<file path="src/rtl/bcd_pkg.sv">
// Shared constants and state encoding for the BCD-to-binary converter.
// The digit range check is used when BCD_TO_BIN_ERR_CHECK_EN is defined.
package bcd_pkg;

    localparam int N_DIGITS  = 3;
    localparam int BIN_W     = 10;
    localparam int BCD_W     = 4 * N_DIGITS;
    localparam int SHIFT_CNT = BIN_W;
    localparam int CNT_W     = $clog2(SHIFT_CNT);

    typedef enum logic {
        ST_IDLE  = 1'b0,
        ST_SHIFT = 1'b1
    } state_t;

    function automatic logic digit_bad(input logic [3:0] digit);
        return digit > 4'd9;
    endfunction

endpackage

</file>
<file path="src/rtl/bcd_digit_corr.sv">
// One reverse double-dabble correction stage: a digit that reads 8 or more
// after the right shift came from a borrowed 10, so take back 3.
module bcd_digit_corr (
    input  logic [3:0] d,
    output logic [3:0] q
);

    assign q = (d >= 4'd8) ? (d - 4'd3) : d;

endmodule

</file>
<file path="src/rtl/bcd_to_bin.sv">
// Sequential BCD-to-binary converter, one reverse double-dabble shift per clock.
// Define BCD_TO_BIN_ERR_CHECK_EN to reject digits above 9 at acceptance.
//
// state    | meaning
// ST_IDLE  | waiting for i_start; i_bcd captured on acceptance
// ST_SHIFT | shifting digits into the binary register, BIN_W cycles
module bcd_to_bin #(
    parameter int N_DIGITS = 3,
    parameter int BIN_W    = 10
) (
    input  logic                    i_clk,
    input  logic                    i_rst_n,
    input  logic                    i_start,
    input  logic [4*N_DIGITS-1:0]   i_bcd,
    output logic                    o_busy,
    output logic                    o_valid,
    output logic [BIN_W-1:0]        o_bin,
    output logic                    o_err
);

    import bcd_pkg::*;

    localparam int DIG_W  = 4 * N_DIGITS;
    localparam int CTR_W  = $clog2(BIN_W);
    localparam logic [CTR_W-1:0] LAST_CNT = CTR_W'(BIN_W - 1);

    state_t              state_q;
    logic [DIG_W-1:0]    digit_q;
    logic [BIN_W-1:0]    bin_q;
    logic [CTR_W-1:0]    cnt_q;

    logic [DIG_W-1:0]    digit_sh;
    logic [BIN_W-1:0]    bin_sh;
    logic [DIG_W-1:0]    digit_nx;

    assign {digit_sh, bin_sh} = {1'b0, digit_q, bin_q[BIN_W-1:1]};

    for (genvar g = 0; g < N_DIGITS; g++) begin : g_corr
        bcd_digit_corr u_corr (
            .d (digit_sh[4*g +: 4]),
            .q (digit_nx[4*g +: 4])
        );
    end

`ifdef BCD_TO_BIN_ERR_CHECK_EN
    logic any_bad;
    logic err_q;

    always_comb begin
        any_bad = 1'b0;
        for (int k = 0; k < N_DIGITS; k++) begin
            any_bad = any_bad | digit_bad(i_bcd[4*k +: 4]);
        end
    end
`endif

    always_ff @(posedge i_clk) begin
        if (!i_rst_n) begin
            state_q <= ST_IDLE;
            digit_q <= '0;
            bin_q   <= '0;
            cnt_q   <= '0;
            o_busy  <= 1'b0;
            o_valid <= 1'b0;
            o_bin   <= '0;
            o_err   <= 1'b0;
`ifdef BCD_TO_BIN_ERR_CHECK_EN
            err_q   <= 1'b0;
`endif
        end else begin
            o_valid <= 1'b0;
            case (state_q)
                ST_IDLE: begin
                    if (i_start) begin
                        digit_q <= i_bcd;
                        bin_q   <= '0;
                        cnt_q   <= '0;
                        o_busy  <= 1'b1;
                        state_q <= ST_SHIFT;
`ifdef BCD_TO_BIN_ERR_CHECK_EN
                        err_q   <= any_bad;
`endif
                    end
                end
                ST_SHIFT: begin
`ifdef BCD_TO_BIN_ERR_CHECK_EN
                    // A rejected input skips the shift sequence entirely.
                    if (err_q) begin
                        err_q   <= 1'b0;
                        o_bin   <= '0;
                        o_err   <= 1'b1;
                        o_valid <= 1'b1;
                        o_busy  <= 1'b0;
                        state_q <= ST_IDLE;
                    end else
`endif
                    begin
                        digit_q <= digit_nx;
                        bin_q   <= bin_sh;
                        cnt_q   <= cnt_q + 1'b1;
                        if (cnt_q == LAST_CNT) begin
                            cnt_q   <= '0;
                            o_bin   <= bin_sh;
                            o_err   <= 1'b0;
                            o_valid <= 1'b1;
                            o_busy  <= 1'b0;
                            state_q <= ST_IDLE;
                        end
                    end
                end
                default: state_q <= ST_IDLE;
            endcase
        end
    end

endmodule

</file>
<file path="config.mk">
export PLATFORM = sky130hd
export DESIGN_NAME = bcd_to_bin
export DESIGN_NICKNAME = d
export VERILOG_FILES = /design/src/rtl/bcd_pkg.sv /design/src/rtl/bcd_digit_corr.sv /design/src/rtl/bcd_to_bin.sv
export SDC_FILE = /design/constraint.sdc
export NUM_CORES = 1
export LEC_CHECK = 0
export BUFFER_PORTS_ARGS = -buffer_cell sky130_fd_sc_hd__clkbuf_2
export CELL_PAD_IN_SITES_DETAIL_PLACEMENT = 0
export CELL_PAD_IN_SITES_GLOBAL_PLACEMENT = 1
export CORE_MARGIN = 2
export CORE_UTILIZATION = 41
export DETAILED_ROUTE_END_ITERATION = 6
export MAX_ROUTING_LAYER = met4
export PLACE_DENSITY = 0.73
export SLEW_MARGIN = 20
export SYNTH_ARGS = -nofsm -noshare
export SYNTH_HDL_FRONTEND = slang
export SYNTH_SLANG_ARGS = --single-unit
</file>
<file path="constraint.sdc">
create_clock -name i_clk -period 1.8 [get_ports i_clk]
set_clock_uncertainty 0.1 [all_clocks]
set_input_delay 0 -clock i_clk [delete_from_list [all_inputs] [get_ports i_clk]]
set_output_delay 0 -clock i_clk [all_outputs]
set_load 0.005 [all_outputs]
</file>
==> results.md, run 1 <==
- Worst EP required: 1880 ps
- DPL Wire Length: 2350 um
- Number of setup buffers added after CTS: 0
- Synth cell count leaders: 38 x dfxtp_1, 23 x nand2_1, 20 x a21oi_1
- Syn Nets: 220
- Max-cap check violation count: 0
- Minimum clock period: 1520 ps
- Layout Nets: 249
- Sequential share of power: 46.1%
- Top delay family on crit path: flip-flops
- Highest cell delay on the worst timing path: 420 ps
- Mux cell area share after synthesis: 7.32%
- Area of the mapped netlist: 1730 sq um
- Clock share of power: 44.9%
- Reg-to-Reg End: o_bin[7]
- Min-delay src: i_bcd[6]
- Stages on worst setup path: 5
- Avg Synthesized Cell Area: 8.67 sq um
- CP max FO: 17
- Gpl congestion: 0.792
- Simple-gate portion of the synthesized area: 20.2%
- WP buf/inv: 1
- Rows: 23
- Switching power: 439 uW
- Worst-Skew Late Latency: 300 ps
- RSZ-0062 raised after global routing: no
- Final period util: 84.4%
- GR Util All Layers: 17.2%
- Layout overhead on the synthesized area: 19.1%
- Final Util: 51.0%
- FFs w/ async S/R, synth: 0%
- First-pass GRT wire length: 5780 um
- Final Max Tran Viols: 0
- 1st-pass router iterations: 4
- Clock Sinks: 38
- Setup Viol. Count Final: 0
- Netlist cell types: 30
- Die area: 4740 sq um
- Top-count cell post-synth: dfxtp_1
- Worst min-delay path category: input pin to flip-flop
- DR vias: 1418
- Crit Path Category: flip-flop to flip-flop
- Critical path endpoint: o_bin[7]
- Clock Pin Slew Worst Setup and Hold Paths: 80 ps
- CP Capture Type: flip-flop
- Worst hold slack: 10.1 ps
- Antenna Violating Nets Remaining: 0
- Area share of the largest cell type after synthesis: 44.1%
- Post-synth top flop: dfxtp_1
- CP arrival: 1600 ps
- Worst slew pin tran: 624 ps
- Final Hold Vio Count: 0
- Fmax achieved: 658 MHz
- Main area contributors after synthesis: dfxtp_1 44%, a21oi_1 5.8%, nand2_1 5.0%
- Root Buffer Master: clkbuf_8
- Total grt overflow: 0
- Ports: 28
- CTS Buf Count: 5
- Combinational power share: 9.0%
- Slowest cell on crit path: dfxtp_1
- Worst vdd ir: 0.000442 V
- Routed WL per cell: 12.3 um
- FF-to-FF setup slack: 280 ps
- Register area share after synthesis: 44.1%
- Worst R2R Path Depth: 5
- Slew headroom: 58.4%
- Crit start category: flip-flop
- Largest net degree at the start of global routing: 25
- Placed instance area: 1870 sq um
- # diodes: 0
- Htree depth: 2
- Core Region: 4030 sq um
- Drc violations: 0
- Complex-gate fraction of the synthesized area: 14.8%
- Chip Width: 68.9 um
- Chip Height: 68.9 um
- Proportion of layout cells with a drive suffix above 1: 20.1%
- Status: finished clean
- Largest family of logic cells by synthesized area: simple AND/OR/NAND/NOR gates
- EDFF count, synth: 0
- Number of global-route vias before repair: 1284
- Initial core utilization: 42.8%
- Port Buffers: 26
- Pwr/cell area: 945 nW/um^2
- Worst r2r src: cnt_q[0]
- Synth Area in XOR/XNOR: 2.03%
- Initial antenna violation count: 0
- Switching share of total power: 22.6%
- CTS tree: built
- Final WL: 3440 um
- Crit-path cells: ha_1 -> nand4b_1 -> buf_4 -> nand3_1 -> o21ai_1
- First DRT Iteration DRCs: 75
- CP startpoint: cnt_q[0]
- Ys Warns: 0
- Area leader, netlist: dfxtp_1
- Total power: 1940 uW
- Clk buf depth: 2
- Syn Inst Count: 199
- Synthesized flop and latch total: 38
- Pint: 1500 uW
- Vias per Instance: 5.08
- Synth Area in Adders: 4.35%
- Leakage: 0.000845 uW
- Setup tns final: 0 ps
- Fin area: 2060 sq um
-- through the flow --
step,std cells,worst slack (ps)
after CTS,279,284
final,279,281
after detailed placement,266,285
after floorplan,199,533
after global routing,279,154
after global placement,266,362
-- worst register-to-register path: cells and delay by family, from the launching register on --
family                     cells  cell delay, ps
buffers and inverters          1             270
adders and majority gates      1             220
AOI/OAI and AO/OA              1              70
DFF                            1             420
and+or+nand+nor                2             330
-- logic make-up (layout without fill, tap and decap cells) --
kind of cell               count (synthesis)  in the layout
and+or+nand+nor                           71             71
AOI/OAI and AO/OA                         44             44
DFF                                       38             38
buffers and inverters                     23             53
muxes                                     12             12
adders and majority gates                  6              6
xor gates and xnor gates                   4              4
other                                      1              1
-- layout by cell type (no fill, tap or decap) --
master and instances:
inv_1 8, nor3b_1 9, a211oi_1 4, clkbuf_8 5
inv_2 1, dfxtp_1 38, nor2b_1 3, nor3_1 1
o22a_1 2, clkinv_4 1, nand3b_1 2, o21ai_1 14
dlygate4sd3_1 5, bufinv_16 2, a311oi_1 1, buf_4 5
ha_1 6, mux2i_1 7, nor2_1 18, nand2_1 23
a32oi_1 1, xnor2_1 2, conb_1 1, nor2_2 1
a21oi_1 20, o211a_1 2, clkbuf_2 26, mux2_2 5
xor2_1 2, nand4b_1 3, nand3_1 11
-- flip-flops by register name (all words and copies together) (netlist names) --
register and cells:
bin_q 9, cnt_q 4, digit_q 12, o_bin 10, o_busy 1, o_valid 1
state_q 1
-- repair_timing --
item / CTS / global route
hold buffers: 5 / 0
endpoints found under the hold margin: 5 / 0
gates resized for setup: 0 / 0
-- power by group through the flow --
stage | logic [uW] | registers [uW] | clock network (uW)
final | 175 | 896 | 872
after global routing | 198 | 901 | 937
after CTS | 178 | 896 | 901
after detailed placement | 169 | 915 | 0
after global placement | 162 | 914 | 0
after floorplan | 132 | 908 | 0
-- cell type report --
cell class	count	area, sq um
sequential	38	761
inverter	9	33.8
tap	50	62.6
clock buffer	5	68.8
clock inverter	3	68.8
multi-input combinational	138	843
timing repair buffer	36	218
fill	395	1970
-- worst min-delay path by stage --
stage               depth (start not counted)     endpoint  slack (ps)
floorplan                                   2     o_bin[0]          40
global placement                            3  digit_q[11]         190
detailed placement                          3  digit_q[11]         220
CTS                                         4   digit_q[6]           3
global route                                4   digit_q[3]          40
finish                                      4   digit_q[6]          10
-- layer usage --
layer / up-vias / routed length (um) / GRT usage, %
met2: 27 / 1700 / 28.5
met5: - / 0 / -
met4: 0 / 51 / 6.62
met1: 653 / 1530 / 19.7
met3: 5 / 160 / 4.87
li1: 733 / - / -
Power figures use the tool's default switching activity.
==> run 2: changes to the inputs <==
--- a/config.mk
+++ b/config.mk
@@ -9,10 +9,10 @@
 export CELL_PAD_IN_SITES_DETAIL_PLACEMENT = 0
 export CELL_PAD_IN_SITES_GLOBAL_PLACEMENT = 1
 export CORE_MARGIN = 2
-export CORE_UTILIZATION = 41
+export CORE_UTILIZATION = 37
 export DETAILED_ROUTE_END_ITERATION = 6
 export MAX_ROUTING_LAYER = met4
-export PLACE_DENSITY = 0.73
+export PLACE_DENSITY = 0.7
 export SLEW_MARGIN = 20
 export SYNTH_ARGS = -nofsm -noshare
 export SYNTH_HDL_FRONTEND = slang
==> constraint.sdc (replaced) <==
create_clock -name i_clk -period 1.3 [get_ports i_clk]
set_clock_uncertainty 0.1 [all_clocks]
set_input_delay 0 -clock i_clk [delete_from_list [all_inputs] [get_ports i_clk]]
set_output_delay 0 -clock i_clk [all_outputs]
set_load 0.005 [all_outputs]
==> run 2 against run 1 <==
Combinational power grew 60%. Maximum frequency grew 20%. Setup slack lost 240 ps. Global-route usage shrank 2.4 points. Worst hold slack lost 8.4 ps. Critical path type unchanged. Total power grew 28%. Utilization grew 0.34 points. Flip-flop and latch count is the same. First-iteration DRC count shrank 11%. Clock-buffer cell count is the same. Final cell count grew 5.0%.
==> results.md, run 2 (same netlist as run 1, synthesis figures left out) <==
- Drc violations: 0 (unchanged)
- Setup Viol. Count Final: 0 (unchanged)
- Fin area: 2270 sq um (+10%)
- First DRT Iteration DRCs: 67 (-11%)
- Minimum clock period: 1260 ps (-257 ps)
- Largest Register: digit_q
- Total power: 2490 uW (+28%)
- Initial antenna violation count: 0 (unchanged)
- Clock Sinks: 38 (unchanged)
- Fmax achieved: 792 MHz (+20%)
- 1st-pass router iterations: 4 (unchanged)
- Switching power: 589 uW (+34%)
- CTS tree: built
- CP Capture Type: flip-flop
- Switching share of total power: 23.6% (+1.0 points)
- Crit start category: flip-flop
- Ports: 28 (unchanged)
- Port Buffers: 26 (unchanged)
- Htree depth: 2 (unchanged)
- Die area: 5230 sq um (+10%)
- Core Region: 4410 sq um (+9.6%)
- Initial core utilization: 39.1% (-3.7 points)
- Antenna Violating Nets Remaining: 0 (unchanged)
- Worst EP required: 1370 ps (-510 ps)
- Commonest non-fill, non-tap cell in the layout: dfxtp_1
- Commonest non-fill, non-tap cells in the layout: 31 x dfxtp_1, 26 x clkbuf_2, 22 x nand2_1, 20 x a21oi_1, 18 x nor2_1
- Pwr/cell area: 1100 nW/um^2 (+16%)
- CTS Buf Count: 5 (unchanged)
- Pint: 1910 uW (+27%)
- Rows: 24 (+4.3%)
- Number of flip-flops under the largest register name: 12 (unchanged)
- Layout overhead on the synthesized area: 31.4%
- Chip Height: 72.3 um (+5.0%)
- Worst vdd ir: 0.000591 V (+34%)
- # diodes: 0 (unchanged)
- Clk buf depth: 2 (unchanged)
- Combinational power share: 11.2% (+2.2 points)
- Proportion of layout cells with a drive suffix above 1: 33.6% (+14 points)
- Number of global-route vias before repair: 1371 (+6.8%)
- Worst-Skew Late Latency: 290 ps (about the same)
- Final period util: 97.1% (+13 points)
- Crit Path Category: flip-flop to flip-flop
- Routed WL per cell: 12.9 um (+4.7%)
- DR vias: 1478 (+4.2%)
- Largest net degree at the start of global routing: 25 (unchanged)
- Largest registers: digit_q: 12 flops, o_bin: 10 flops, bin_q: 9 flops
- Total grt overflow: 0 (unchanged)
- Gpl congestion: 0.757 (-4.4%)
- Layout Nets: 261 (+4.8%)
- CP arrival: 1330 ps (-270 ps)
- Max-cap check violation count: 0 (unchanged)
- Vias per Instance: 5.04 (-0.75%)
- Final Hold Vio Count: 0 (unchanged)
- Final Max Tran Viols: 0 (unchanged)
- Layout Cells excl Fill: 293 (+5.0%)
- Final WL: 3790 um (+9.9%)
- Setup tns final: 0 ps (unchanged)
- DPL Wire Length: 2370 um (+0.65%)
- Status: finished clean
- RSZ-0062 raised after global routing: yes
- Worst min-delay path category: input pin to flip-flop
- Leakage: 0.000931 uW (+10%)
- Clock share of power: 38.9% (-6.0 points)
- Sequential share of power: 49.9% (+3.8 points)
- Final Util: 51.4% (+0.34 points)
- GR Util All Layers: 14.8% (-2.4 points)
- CP max FO: 5 (-12)
- Chip Width: 72.3 um (+5.0%)
- First-pass GRT wire length: 5880 um (+1.8%)
- Placed Cells: 274 (+3.0%)
- Root Buffer Master: clkbuf_8
- Clock Pin Slew Worst Setup and Hold Paths: 70 ps (about the same)
- Placed instance area: 1930 sq um (+3.2%)
[run 2: cell types whose count changed in the layout (fill, tap and decap cells not counted), moves of 6 or more]
cell | before | now
nand3_1 | 11 | 1
nand3_2 | 0 | 10
buf_4 | 5 | 12
dfxtp_1 | 38 | 31
dfxtp_2 | 0 | 6
[run 2: final cells by class]
type,instances,area (sq um)
Inverter,9,33.8
Tap cell,52,65.1
Clock buffer,5,68.8
Multi-Input combinational cell,138,926
Timing Repair Buffer,48,362
Fill cell,420,2150
Sequential cell,38,772
Clock inverter,3,40.0
[run 2: repair_timing]
| item | CTS | global route |
|---|---|---|
| hold buffers | 6 | 0 |
| resized for setup | 4 | 23 |
| endpoints found under the hold margin | 10 | 0 |
| cloned | 0 | 2 |
| setup endpoints to repair | 5 | 14 |
| setup buffers | 0 | 3 |
| pin swaps | 0 | 4 |
[run 2: through the flow]
step                      worst slack, ps  hold slack [ps]
after CTS                            3.54            0.202
after global routing                -25.6             13.7
after detailed placement             6.74              216
final                                37.6             1.73
after global placement               43.2              192
after floorplan                      33.3             39.2
[run 2: path summary, 6_finish.rpt]
path                            startpoint    endpoint  slack [ps]  cells after the start
worst max-delay path              cnt_q[1]     state_q          40                      7
worst min-delay path              i_bcd[2]  digit_q[2]           2                      4
worst max register to register    cnt_q[1]     state_q          40                      7
worst min register to register    bin_q[1]    o_bin[0]         350                      2
[run 2: critical path, stage by stage, from the launching register on]
cell and delay, ps:
dfxtp_2 330, inv_2 60, ha_4 130, nand4b_1 110, buf_6 160, clkbuf_16 150
nand2_2 70, nor2_1 40
[run 2: layer usage]
layer / routed length [um] / share of wire, % / global-route usage (%)
met5: 0 / 0 / -
met4: 42 / 1.1 / 4.40
met3: 130 / 3.4 / 4.17
met2: 1840 / 49 / 24.9
met1: 1770 / 47 / 17.1
[run 2: power by group through the flow]
| stage | Combinational, uW | Sequential, uW | Clock [uW] |
|---|---|---|---|
| after floorplan | 183 | 1260 | 0 |
| after global placement | 238 | 1270 | 0 |
| after detailed placement | 245 | 1270 | 0 |
| after CTS | 262 | 1240 | 1010 |
| after global routing | 315 | 1250 | 1060 |
| final | 280 | 1240 | 970 |
==> run 3: changes to the inputs <==
--- a/config.mk
+++ b/config.mk
@@ -8,11 +8,11 @@
 export BUFFER_PORTS_ARGS = -buffer_cell sky130_fd_sc_hd__clkbuf_2
 export CELL_PAD_IN_SITES_DETAIL_PLACEMENT = 0
 export CELL_PAD_IN_SITES_GLOBAL_PLACEMENT = 1
-export CORE_MARGIN = 2
-export CORE_UTILIZATION = 37
+export CORE_MARGIN = 5
+export CORE_UTILIZATION = 44
 export DETAILED_ROUTE_END_ITERATION = 6
 export MAX_ROUTING_LAYER = met4
-export PLACE_DENSITY = 0.7
+export PLACE_DENSITY = 0.78
 export SLEW_MARGIN = 20
 export SYNTH_ARGS = -nofsm -noshare
 export SYNTH_HDL_FRONTEND = slang
==> constraint.sdc (replaced) <==
create_clock -name i_clk -period 1.5 [get_ports i_clk]
set_clock_uncertainty 0.1 [all_clocks]
set_input_delay 0 -clock i_clk [delete_from_list [all_inputs] [get_ports i_clk]]
set_output_delay 0 -clock i_clk [all_outputs]
set_load 0.005 [all_outputs]
==> run 3 against run 2 <==
Maximum frequency decreased by 6.6%. Clock-buffer cell count did not move. Total power shrank 22%. Highest routed layer unchanged.
==> results.md, run 3 (same netlist as run 1, synthesis figures left out) <==
- Drc violations: 0 (unchanged)
- Setup Viol. Count Final: 0 (unchanged)
- # diodes: 0 (unchanged)
- Leakage: 0.000836 uW (-10%)
- Number of setup buffers added after CTS: 0 (unchanged)
- Final Hold Vio Count: 0 (unchanged)
- Commonest non-fill, non-tap cells in the layout: 38 x dfxtp_1, 26 x clkbuf_2, 23 x nand2_1, 20 x a21oi_1, 18 x nor2_1
- Total power: 1940 uW (-22%)
- Worst vdd ir: 0.000499 V (-16%)
- Vias per Instance: 5.06 (+0.40%)
- Routed WL per cell: 12.3 um (-4.8%)
- Initial antenna violation count: 0 (unchanged)
- Crit start category: flip-flop
- FF-to-FF setup slack: 150 ps (+110 ps)
- Final Util: 54.0% (+2.7 points)
- First-pass GRT wire length: 6040 um (+2.7%)
- Die area: 5270 sq um (+0.92%)
- Port Buffers: 26 (unchanged)
- Highest cell delay on the worst timing path: 420 ps (+90 ps)
- Core Region: 3740 sq um (-15%)
- Layout overhead on the synthesized area: 17.2%
- CP max FO: 22 (+17)
- Largest Register: digit_q
- Chip Height: 72.6 um (+0.46%)
- Root Buffer Master: clkbuf_8
- Final WL: 3420 um (-9.6%)
- Pwr/cell area: 959 nW/um^2 (-13%)
- Clock Pin Slew Worst Setup and Hold Paths: 70 ps (about the same)
- Gpl congestion: 0.725 (-4.3%)
- Ports: 28 (unchanged)
- Setup tns final: 0 ps (unchanged)
- CTS Buf Count: 5 (unchanged)
- RSZ-0062 raised after global routing: no
- 1st-pass router iterations: 4 (unchanged)
- Minimum clock period: 1350 ps (+89.9 ps)
- Placed Cells: 266 (-2.9%)
- Layout Cells excl Fill: 278 (-5.1%)
- First DRT Iteration DRCs: 63 (-6.0%)
- DPL Wire Length: 2410 um (+1.9%)
- Top delay family on crit path: flip-flops
- Clock Sinks: 38 (unchanged)
- Proportion of layout cells with a drive suffix above 1: 20.4% (-13 points)
- Htree depth: 2 (unchanged)
- Commonest non-fill, non-tap cell in the layout: dfxtp_1
- Final period util: 90.2% (-7.0 points)
- Largest net degree at the start of global routing: 24 (-4.0%)
- DR vias: 1408 (-4.7%)
- Antenna Violating Nets Remaining: 0 (unchanged)
- CTS tree: built
- GR Util All Layers: 14.9% (+0.12 points)
- Worst EP required: 1580 ps (+210 ps)
- Total grt overflow: 0 (unchanged)
- Max-cap check violation count: 0 (unchanged)
- Clk buf depth: 2 (unchanged)
- Initial core utilization: 46.1% (+7.0 points)
- Layout Nets: 251 (-3.8%)
- Fmax achieved: 740 MHz (-6.6%)
- Status: finished clean
- Number of global-route vias before repair: 1422 (+3.7%)
- Chip Width: 72.6 um (+0.46%)
- Rows: 22 (-8.3%)
- Crit-path cells: ha_1 -> nand4b_1 -> buf_12 -> nand3_1 -> o21ai_1
- CP Capture Type: flip-flop
- Worst min-delay path category: input pin to flip-flop
- Worst-Skew Late Latency: 290 ps (about the same)
- Crit Path Category: flip-flop to flip-flop
- Slowest cell on crit path: dfxtp_1
- Final Max Tran Viols: 0 (unchanged)
- Number of flip-flops under the largest register name: 12 (unchanged)
- WP buf/inv: 1 (-2)
- Largest registers: digit_q: 12 flops, o_bin: 10 flops, bin_q: 9 flops
- CP arrival: 1440 ps (+110 ps)
==> run 3: layer usage <==
metal,vias up,wire length (um),track usage [%]
met5,-,0,-
met4,0,55,5.53
met3,6,149,4.55
met2,22,1660,25.6
met1,643,1550,16.1
li1,737,-,-
==> run 3: area by class of cell <==
type / instances / area (sq um)
Inverter: 9 / 33.8
Fill cell: 374 / 1720
Clock buffer: 5 / 68.8
Tap cell: 48 / 60.1
Multi-Input combinational cell: 138 / 843
Clock inverter: 2 / 10.0
Timing Repair Buffer: 38 / 245
Sequential cell: 38 / 761
==> run 3: repair_timing <==
item,4_1_cts,5_1_grt
endpoints found under the hold margin,5,0
hold buffers,5,0
gates resized for setup,0,0
==> run 3: worst register-to-register path, stage by stage (launching register included) <==
cell and delay [ps]:
dfxtp_1 420, ha_1 230, nand4b_1 160, buf_12 200, nand3_1 90, o21ai_1 60
==> run 3: final timing paths <==
check	endpoint	depth (start not counted)	start
hold reg to reg	o_bin[1]	2	o_bin[1]
setup reg to reg	o_bin[7]	5	cnt_q[0]
setup / recovery	o_bin[7]	5	cnt_q[0]
hold / removal	digit_q[8]	4	i_bcd[8]
==> run 3: power by group <==
part	internal, uW	switching [uW]	total (uW)
clock network	312	337	648
registers	1040	37.3	1080
logic	101	111	212
==> run 3: per-stage QoR <==
step                worst slack, ps  area, sq um  hold slack (ps)
detailed placement              152         1890              214
CTS                             143         2020             16.0
finish                          148         2020             24.6
global route                   43.8         2020             38.6
global placement                223         1890              196
floorplan                       233         1730             39.2
